<file path="config.mk">
export PLATFORM = sky130hd
export DESIGN_NAME = booth_radix4_mult
export DESIGN_NICKNAME = d
export VERILOG_FILES = /design/src/rtl/booth_pkg.sv /design/src/rtl/booth_r4_recoder.sv /design/src/rtl/booth_radix4_mult.sv
export SDC_FILE = /design/constraint.sdc
export NUM_CORES = 1
export LEC_CHECK = 0
export CAP_MARGIN = 0
export CORE_ASPECT_RATIO = 2
export CORE_MARGIN = 4
export CORE_UTILIZATION = 55
export CTS_CLUSTER_SIZE = 40
export DETAILED_ROUTE_END_ITERATION = 10
export PLACE_DENSITY = 0.78
export SLEW_MARGIN = 20
export SYNTH_ARGS = -nofsm -noshare
export SYNTH_HDL_FRONTEND = slang
export SYNTH_HIERARCHICAL = 1
export SYNTH_SLANG_ARGS = --single-unit
</file>
<file path="constraint.sdc">
create_clock -name clk -period 4.1 [get_ports clk]
set_clock_uncertainty 0.1 [all_clocks]
set_input_delay 1.23 -clock clk [delete_from_list [all_inputs] [get_ports clk]]
set_output_delay 1.23 -clock clk [all_outputs]
set_load 0.1 [all_outputs]
</file>
<file path="src/rtl/booth_pkg.sv">
// rtl/booth_pkg.sv - shared encodings for the radix-4 Booth multiplier family
package booth_pkg;

    typedef enum logic [1:0] {
        ST_IDLE,
        ST_CALC,
        ST_DONE
    } state_t;

    typedef enum logic [2:0] {
        SEL_ZERO,
        SEL_PM1,
        SEL_MM1,
        SEL_PM2,
        SEL_MM2
    } sel_t;

endpackage

</file>
<file path="src/rtl/booth_r4_recoder.sv">
// rtl/booth_r4_recoder.sv - radix-4 Booth window {b1,b0,prev} to partial-product select
module booth_r4_recoder
    import booth_pkg::*;
(
    input  logic [2:0] window,
    output logic [2:0] sel
);

    always_comb begin
        sel = SEL_ZERO;
        case (window)
            3'b001, 3'b010: sel = SEL_PM1;
            3'b011:         sel = SEL_PM2;
            3'b100:         sel = SEL_MM2;
            3'b101, 3'b110: sel = SEL_MM1;
            default:        sel = SEL_ZERO;
        endcase
    end

endmodule

</file>
<file path="src/rtl/booth_radix4_mult.sv">
// rtl/booth_radix4_mult.sv - sequential radix-4 Booth multiplier, signed/unsigned, start/busy/done
module booth_radix4_mult
    import booth_pkg::*;
#(
    parameter int WIDTH = 8
) (
    input  logic                 clk,
    input  logic                 rst_n,
    input  logic                 start,
    input  logic                 signed_mode,
    input  logic [WIDTH-1:0]     multiplicand,
    input  logic [WIDTH-1:0]     multiplier,
    output logic                 busy,
    output logic                 done,
    output logic [2*WIDTH-1:0]   product
);

    localparam int N_ITER = (WIDTH / 2) + 1;
    localparam int XW     = WIDTH + 2;
    localparam int HW     = WIDTH + 3;
    localparam int CW     = $clog2(N_ITER + 1);

    generate
        if ((WIDTH % 2) != 0 || WIDTH < 4) begin : g_bad_width
            $error("booth_radix4_mult: WIDTH must be even and >= 4");
        end
    endgenerate

    state_t             state, state_nx;
    logic [XW-1:0]      m_q, lo_q;
    logic [HW-1:0]      hi_q;
    logic               prev_q;
    logic [CW-1:0]      cnt_q;
    logic               done_q;
    logic [2*WIDTH-1:0] product_q;

    logic [2:0]         sel;
    logic [HW-1:0]      m_sx, addend, hi_sum;

    function automatic logic [XW-1:0] ext(input logic [WIDTH-1:0] v, input logic sm);
        logic s;
        s = sm & v[WIDTH-1];
        return {{2{s}}, v};
    endfunction

    booth_r4_recoder u_recoder (
        .window ({lo_q[1:0], prev_q}),
        .sel    (sel)
    );

    always_comb begin
        m_sx   = {m_q[XW-1], m_q};
        addend = '0;
        case (sel)
            SEL_PM1: addend = m_sx;
            SEL_MM1: addend = -m_sx;
            SEL_PM2: addend = m_sx << 1;
            SEL_MM2: addend = -(m_sx << 1);
            default: addend = '0;
        endcase
        hi_sum = hi_q + addend;
    end

    always_comb begin
        state_nx = state;
        case (state)
            ST_IDLE: if (start) state_nx = ST_CALC;
            ST_CALC: if (cnt_q == CW'(1)) state_nx = ST_DONE;
            ST_DONE: state_nx = ST_IDLE;
            default: state_nx = ST_IDLE;
        endcase
    end

    always_ff @(posedge clk) begin
        if (!rst_n) begin
            state     <= ST_IDLE;
            m_q       <= '0;
            hi_q      <= '0;
            lo_q      <= '0;
            prev_q    <= 1'b0;
            cnt_q     <= '0;
            done_q    <= 1'b0;
            product_q <= '0;
        end else begin
            state  <= state_nx;
            // done is registered so it rises together with the new product
            done_q <= (state == ST_DONE);
            case (state)
                ST_IDLE: begin
                    if (start) begin
                        m_q    <= ext(multiplicand, signed_mode);
                        lo_q   <= ext(multiplier, signed_mode);
                        hi_q   <= '0;
                        prev_q <= 1'b0;
                        cnt_q  <= CW'(N_ITER);
                    end
                end
                ST_CALC: begin
                    hi_q   <= {{2{hi_sum[HW-1]}}, hi_sum[HW-1:2]};
                    lo_q   <= {hi_sum[1:0], lo_q[XW-1:2]};
                    prev_q <= lo_q[1];
                    cnt_q  <= cnt_q - CW'(1);
                end
                ST_DONE: begin
                    // all WIDTH+2 multiplier bits have been shifted out, so LO holds the low product bits
                    product_q <= {hi_q[WIDTH-3:0], lo_q};
                end
                default: ;
            endcase
        end
    end

    assign busy    = (state != ST_IDLE);
    assign done    = done_q;
    assign product = product_q;

endmodule
</file>
==> results of run 1 <==
-- worst max path at each step --
stage               startpoint       to  cells past startpoint
global route           lo_q[0]  hi_q[7]                     14
global placement       lo_q[0]  hi_q[9]                     15
floorplan              lo_q[0]  hi_q[9]                     16
detailed placement     lo_q[0]  hi_q[9]                     15
CTS                    lo_q[0]  hi_q[9]                     15
finish                 lo_q[0]  hi_q[9]                     15
-- registers in the layout (all words and copies together), names as in the netlist --
name / cells
hi_q: 9
lo_q: 10
cnt_q: 3
prev_q: 1
product: 16
done: 1
m_q: 9
state: 2
-- Yosys cell counts, types with 3 or more instances --
master,instances
nand2b_1,7
o21ai_0,18
a21oi_1,43
xor2_1,9
a311oi_1,7
clkbuf_1,17
a22oi_1,6
nand2_1,92
inv_1,8
nand3_1,19
buf_2,3
a21o_1,5
ha_1,13
xnor2_1,6
o22ai_1,3
a31oi_1,5
nor3_1,6
nor2b_1,7
dfxtp_1,51
nor2_1,29
-- worst register-to-register path, stage by stage (launching register included) --
cell and delay (ps):
dfxtp_1 360, nor2_1 140, and2_1 460, nor2b_1 170
nand2_1 170, nand2_1 70, nand2_1 70, o21ai_0 190
fa_1 500, a21o_1 220, nand4_1 90, nand3_1 160
a21o_1 200, xor2_1 140, or3_2 410, nand3_1 70
-- where the power goes --
part	switching, µW	internal, µW
Combinational	184	116
Clock	179	243
Sequential	30.1	521
Total	393	881
-- stage by stage --
stage	std cells	hold WS, ps
after detailed placement	462	346
final	470	360
after global placement	462	341
after floorplan	386	346
after global routing	470	380
after CTS	470	359
-- cells by family (layout without fill, tap and decap cells) --
family / after synthesis / in the layout / share of synthesized area
AND/OR/NAND/NOR: 172 / 172 / 0.265
AO/OA/AOI/OAI: 100 / 100 / 0.214
adder cells (fa/ha/maj): 14 / 14 / 0.0638
multiplexers: 2 / 2 / 0.00743
XOR/XNOR: 15 / 15 / 0.0459
buffers and inverters: 32 / 59 / 0.0472
flip-flops: 51 / 51 / 0.356
-- per-layer routing --
layer | track usage | part of all wire
met1 | 0.273 | 0.37
met2 | 0.458 | 0.56
met3 | 0.0303 | 0.033
met4 | 0.128 | 0.033
met5 | 0 | 0
-- cell type report --
type / count / area [µm²] / share of cell area
tap: 57 / 71.3 / 0.0211
clock buffer: 5 / 68.8 / 0.0203
inverter: 8 / 30.0 / 0.00888
clock inverter: 3 / 67.6 / 0.0200
sequential: 51 / 1020 / 0.302
timing repair buffer: 43 / 413 / 0.122
multi-input combinational: 303 / 1710 / 0.506
==> results.yml, run 1 <==
worst_setup_path:
  r2r_slack_ps: 540
  crit_required_ps: 4260
  start_kind: "flip-flop"
  reg2reg_from: "lo_q[0]"
  arrival_ps: 3720
  cp_cell_sequence: "nor2_1 > and2_1 > nor2b_1 > nand2_1 > nand2_1 > nand2_1 > o21ai_0 > fa_1 > a21o_1 > nand4_1 > nand3_1 > a21o_1 > xor2_1 > or3_2 > nand3_1"
  reg2reg_to: "hi_q[9]"
  end_kind: "flip-flop"
  crit_top_cell: "nand2_1"
  critical_path.top_delay_family: "simple AND/OR/NAND/NOR gates"
  slowest_stage: "fa_1"
  path_max_fanout: 14
  worst-r2r-cell-count: 15
  worstSetupPathType: "flip-flop to flip-flop"
  max_stage_delay_ps: 500
  path_buf_inv: 0
synthesis:
  syn_area_per_cell_um2: 7.42
  synth_seq_area_share: 0.356
  synth_edf_count: 0
  syn-cell-area_um2: 2860
  synth_top_area_cell: "dfxtp_1"
  async_flop_share: 0
  yosysTopAreaCellShare: 0.356
  synth-seq-cells: 51
  synth-main-ff-cell: "dfxtp_1"
  ys_types: 43
  yosys_warnings: 6
  syn-num-nets: 420
  synthCells: 386
  synthTopCellsByArea: "dfxtp_1, nand2_1, a21oi_1, ha_1, nor2_1"
timing:
  relSlewSlack: 0.304
  worstMarginPinSlew_ps: 1040
  timing.fmax_mhz: 281
  setup_tns_ps: 0
  rsz0062_at_grt: "false"
  finalCriticalPeriod_ps: 3560
  finalSetupViolCount: 0
  hold_viol: 0
  finalCritPeriodShare: 0.867
  finalMaxSlewViolations: 0
  worst_slack_ps: 545
detailed_routing:
  avgRoutedWirePerCell_um: 15.8
  vias: 2768
  routed_via_density: 5.89
  drc: 0
  wirelength_um: 7450
  drt-initial-drc-count: 89
  drtPass1Iterations: 5
  ant_nets: 0
status:
  status: "finished clean"
layout:
  final_common_cell: "nand2_1"
  syn_to_final_growth_pct: 18.1
  fin_util: 0.683
  drive_gt1_frac: 0.0533
  design_area_um2: 3380
  diodes: 0
  fillCellCount: 432
  mostFrequentLayoutCells: "nand2_1, dfxtp_1, a21oi_1"
  nets: 446
die:
  num_rows: 36
  start_util: 0.578
  core_um2: 4950
  die_w_um: 59.0
  dieArea_um2: 6500
  die_height_um: 110
  ioPinCount: 38
global_route:
  grt_first_pass_wirelength_um: 12500
  grt_max_degree: 48
  track_usage: 0.251
  grt_antenna_before_repair: 0
  grt_pass1_vias: 2705
  overflow: 0
clock_network:
  clockRootBuffer: "clkbuf_8"
  cts_hold_buf: 0
  clock_latency_ps: 320
  cts.sinks: 51
  path_clk_slew_ps: 100
  cts_inserted_buffers: 5
  htree_levels: 2
  post_cts_buffers: 0
  post_cts_resize_count: 0
  cts_tree: "yes"
  cts_buffer_depth: 2
flow_run:
  maxCapViolCount: 0
pwr:
  power_density_nw_per_um2: 377
  leakagePower_uw: 0.00133
  ir_worst_vdd_mv: 0.380
  power_uw: 1270
place:
  dp_hpwl_um: 5520
  numPortBuffers: 37
  place.gp.congestion: 0.884
  post_dp_cell_area_um2: 3240
  pre_cts_slack_ps: 613
hold_path:
  min_delay_path_depth: 2
  min-delay-path-class: "flip-flop to flip-flop"
  min_to: "product[3]"
  min_from: "product[3]"
Power figures use the tool's default switching activity.
==> run 2: changes to the inputs <==
GPL_ROUTABILITY_DRIVEN = 0   (was unset)
RECOVER_POWER = 25   (was unset)
==> results.yml, run 2 (synthesis gave the netlist of run 1 again) <==
clock_network:
  cts_inserted_buffers: 5
  cts_buffer_depth: 2
  post_cts_buffers: 0
  clockRootBuffer: "clkbuf_8"
  clock_latency_ps: 320
  post_cts_resize_count: 0
  cts.sinks: 51
  htree_levels: 2
  path_clk_slew_ps: 90
  cts_tree: "yes"
  cts_hold_buf: 0
layout:
  mostFrequentLayoutCells: "nand2_1, dfxtp_1, a21oi_1"
  nets: 447
  final_common_cell: "nand2_1"
  fin_util: 0.679
  largest_register_ffs: 16
  diodes: 0
  syn_to_final_growth_pct: 17.4
  drive_gt1_frac: 0.0531
die:
  die_w_um: 59.0
  start_util: 0.578
  die_height_um: 110
  dieArea_um2: 6500
  core_um2: 4950
  num_rows: 36
  ioPinCount: 38
hold_path:
  min_from: "product[4]"
  min_delay_path_depth: 2
  min-delay-path-class: "flip-flop to flip-flop"
  min_to: "product[4]"
status:
  violations: "max-capacitance violations, max-slew violations"
  status: "finished, violations left"
worst_setup_path:
  arrival_ps: 3590
  reg2reg_from: "lo_q[0]"
  end_kind: "flip-flop"
  crit_required_ps: 4130
  worstSetupPathType: "primary input to flip-flop"
  worst-r2r-cell-count: 16
  r2r_slack_ps: 690
  path_max_fanout: 47
  start_kind: "primary input"
  reg2reg_to: "hi_q[9]"
detailed_routing:
  routed_via_density: 5.88
  drtPass1Iterations: 5
  drt-initial-drc-count: 104
  drc: 0
  avgRoutedWirePerCell_um: 15.3
  ant_nets: 0
  vias: 2769
  wirelength_um: 7200
flow_run:
  maxCapViolCount: 1
global_route:
  overflow: 0
  grt_pass1_vias: 2768
  track_usage: 0.239
  grt_antenna_before_repair: 0
  grt_first_pass_wirelength_um: 12000
  grt_max_degree: 48
timing:
  rsz0062_at_grt: "false"
  setup_tns_ps: 0
  relSlewSlack: -0.387
  timing.fmax_mhz: 281
  finalSetupViolCount: 0
  finalMaxSlewViolations: 48
  finalCriticalPeriod_ps: 3560
  worstMarginPinSlew_ps: 2080
  hold_viol: 0
  finalCritPeriodShare: 0.869
pwr:
  leakagePower_uw: 0.00132
  ir_worst_vdd_mv: 0.383
  power_density_nw_per_um2: 360
place:
  dp_hpwl_um: 5290
  numPortBuffers: 37
[run 2: area by class of cell]
class	instances	area [µm²]
multi-input combinational	303	1710
sequential	51	1020
inverter	8	30.0
clock inverter	3	43.8
clock buffer	5	68.8
timing repair buffer	44	417
tap	57	71.3
fill	458	1590
[run 2: layer usage]
metal / track usage / part of all wire / wire, µm
met1: 0.223 / 0.36 / 2600
met2: 0.462 / 0.57 / 4140
met3: 0.0396 / 0.041 / 294
met4: 0.136 / 0.023 / 165
met5: 0 / 0 / 0
[run 2: how the worst max path moves through the flow]
| stage | slack (ps) | startpoint | to | cells after the start |
|---|---|---|---|---|
| after floorplan | 880 | lo_q[0] | hi_q[9] | 16 |
| after global routing | 310 | rst_n | done | 4 |
| after global placement | 800 | lo_q[0] | hi_q[9] | 16 |
| after CTS | 720 | lo_q[0] | hi_q[9] | 16 |
| after detailed placement | 730 | lo_q[0] | hi_q[7] | 15 |
| final | 540 | rst_n | cnt_q[1] | 4 |
[run 2: power by group]
part / total (µW) / leakage (µW) / internal [µW] / switching [µW]
registers: 552 / 0.000415 / 521 / 30.5
clock network: 359 / 0.0000581 / 182 / 177
logic: 301 / 0.000849 / 118 / 183
[run 2: critical path, stage by stage]
cell	delay [ps]
dlygate4sd3_1	630
inv_1	80
clkbuf_1	1470
nor2_1	140
[run 2: metrics by stage]
step / area (µm²) / std cells / hold slack, ps / setup WS (ps) / power, µW
after floorplan: 2860 / 386 / 346 / 876 / 777
after global placement: 3250 / 463 / 341 / 803 / 853
after detailed placement: 3250 / 463 / 345 / 727 / 860
after CTS: 3360 / 471 / 358 / 719 / 1220
after global routing: 3360 / 471 / 377 / 308 / 1270
final: 3360 / 471 / 357 / 537 / 1210
==> run 3: changes to the inputs <==
CORE_UTILIZATION = 63   (was 55)
DONT_BUFFER_PORTS = 1   (was unset)
PLACE_DENSITY = 0.77   (was 0.78)
==> results.yml, run 3 (synthesis gave the netlist of run 1 again) <==
status:
  status: "finished, violations left"
  violations: "max-capacitance violations, max-slew violations"
clock_network:
  path_clk_slew_ps: 100
  cts.sinks: 51
  cts_hold_buf: 0
  clock_latency_ps: 310
  clockRootBuffer: "clkbuf_8"
  cts_buffer_depth: 2
  post_cts_buffers: 0
  cts_tree: "yes"
  htree_levels: 2
  cts_inserted_buffers: 5
  post_cts_resize_count: 0
layout:
  final_common_cell: "nand2_1"
  design_area_um2: 2970
  diodes: 0
  mostFrequentLayoutCells: "nand2_1, dfxtp_1, a21oi_1"
  drive_gt1_frac: 0.0481
  largest_register_ffs: 16
  nets: 408
  syn_to_final_growth_pct: 3.67
  layout.cells.non_filler: 428
worst_setup_path:
  max_stage_delay_ps: 470
  cp_cell_sequence: "nor2_1 > and2_1 > nor2b_1 > nand2_1 > nand2_1 > nand2_1 > o21ai_0 > fa_1 > a21o_1 > nand4_1 > nand3_1 > a21o_1 > xor2_1 > or3_2 > nand3_1"
  crit_top_cell: "nand2_1"
  arrival_ps: 3570
  r2r_slack_ps: 690
  reg2reg_from: "lo_q[0]"
  worstSetupPathType: "flip-flop to flip-flop"
  crit_required_ps: 4260
  reg2reg_to: "hi_q[9]"
  worst-r2r-cell-count: 15
  start_kind: "flip-flop"
  slowest_stage: "fa_1"
  cp-startpoint: "lo_q[0]"
  end_kind: "flip-flop"
  path_max_fanout: 14
  endpoint: "hi_q[9]"
timing:
  finalMaxSlewViolations: 37
  setup_tns_ps: 0
  rsz0062_at_grt: "false"
  worstMarginPinSlew_ps: 1590
  finalCritPeriodShare: 0.832
  relSlewSlack: -0.0571
  finalCriticalPeriod_ps: 3410
  finalSetupViolCount: 0
  hold_viol: 0
  timing.fmax_mhz: 293
die:
  dieArea_um2: 5750
  start_util: 0.654
  die_w_um: 55.7
  core_um2: 4380
  num_rows: 34
  die_height_um: 103
  ioPinCount: 38
detailed_routing:
  drc: 0
  vias: 2594
  wl_met2_um: 3730
  drt-met1-wl_um: 2560
  wirelength_um: 6710
  routed_via_density: 6.06
  dr_wl_met3_um: 259
  ant_nets: 0
  top_layer_used: "met4"
  drtPass1Iterations: 4
  avgRoutedWirePerCell_um: 15.7
  drt-initial-drc-count: 67
pwr:
  p_seq_frac: 0.475
  leakagePower_uw: 0.00117
  pwr-share-clk: 0.299
  ir_worst_vdd_mv: 0.260
  p_sw_uw: 376
  power_density_nw_per_um2: 395
  internal_power_uw: 797
  switching_share: 0.321
  power.share.combinational: 0.226
global_route:
  grt_antenna_before_repair: 0
  grt_max_degree: 37
  track_usage: 0.246
  grt_first_pass_wirelength_um: 11300
  overflow: 0
  grt_pass1_vias: 2484
hold_path:
  min-delay-path-class: "flip-flop to flip-flop"
place:
  place_inst: 421
  numPortBuffers: 0
  dp_hpwl_um: 5050
  post_dp_cell_area_um2: 2860
flow_run:
  maxCapViolCount: 1
==> run 3: cell count changes in the layout (fill, tap and decap cells not counted), sizes merged <==
cell           change
buf                -3
clkdlybuf4s50     -35
clkinv             -2
clkinvlp           +1
dlygate4sd3        -1
==> run 3: worst max-delay path, delay by kind of cell, from the launching register on <==
kind	cells	cell delay, ps
and+or+nand+nor	10	1730
AOI/OAI and AO/OA	3	550
adders and majority gates	1	470
DFF	1	360
xor gates and xnor gates	1	140
==> run 3: layout make-up <==
class / count / area [µm²]
clock buffer: 5 / 68.8
clock inverter: 2 / 37.5
fill: 381 / 1410
inverter: 8 / 30.0
multi-input combinational: 303 / 1710
sequential: 51 / 1020
tap: 54 / 67.6
timing repair buffer: 5 / 33.8
==> run 3: worst min-delay path by stage <==
| stage | slack [ps] | depth (start not counted) | from | endpoint |
|---|---|---|---|---|
| after detailed placement | 360 | 2 | lo_q[7] | lo_q[7] |
| final | 380 | 2 | lo_q[7] | lo_q[7] |
| after CTS | 380 | 2 | lo_q[7] | lo_q[7] |
| after global routing | 390 | 2 | lo_q[7] | lo_q[7] |
| after floorplan | 350 | 2 | lo_q[2] | product[2] |
| after global placement | 360 | 2 | lo_q[7] | lo_q[7] |
==> run 3: stage by stage <==
step	worst slack, ps	hold WS (ps)	power, µW	util
2_1_floorplan	876	346	777	-
5_1_grt	458	393	1230	0.678
6_report	687	381	1170	0.678
3_3_place_gp	796	357	828	0.654
4_1_cts	682	376	1180	0.678
3_5_place_dp	702	363	832	0.654
==> run 3: routing by layer <==
layer,track usage,vias to the layer above
met5,0,-
met4,0.120,0
met3,0.0373,13
met2,0.480,66
met1,0.250,1204
li1,-,1311
==> run 3: power by group through the flow <==
stage | logic [µW] | registers, µW | clock network (µW)
after floorplan | 222 | 555 | 0
after global placement | 262 | 567 | 0
after detailed placement | 264 | 568 | 0
after CTS | 265 | 556 | 354
after global routing | 301 | 561 | 368
final | 266 | 557 | 351
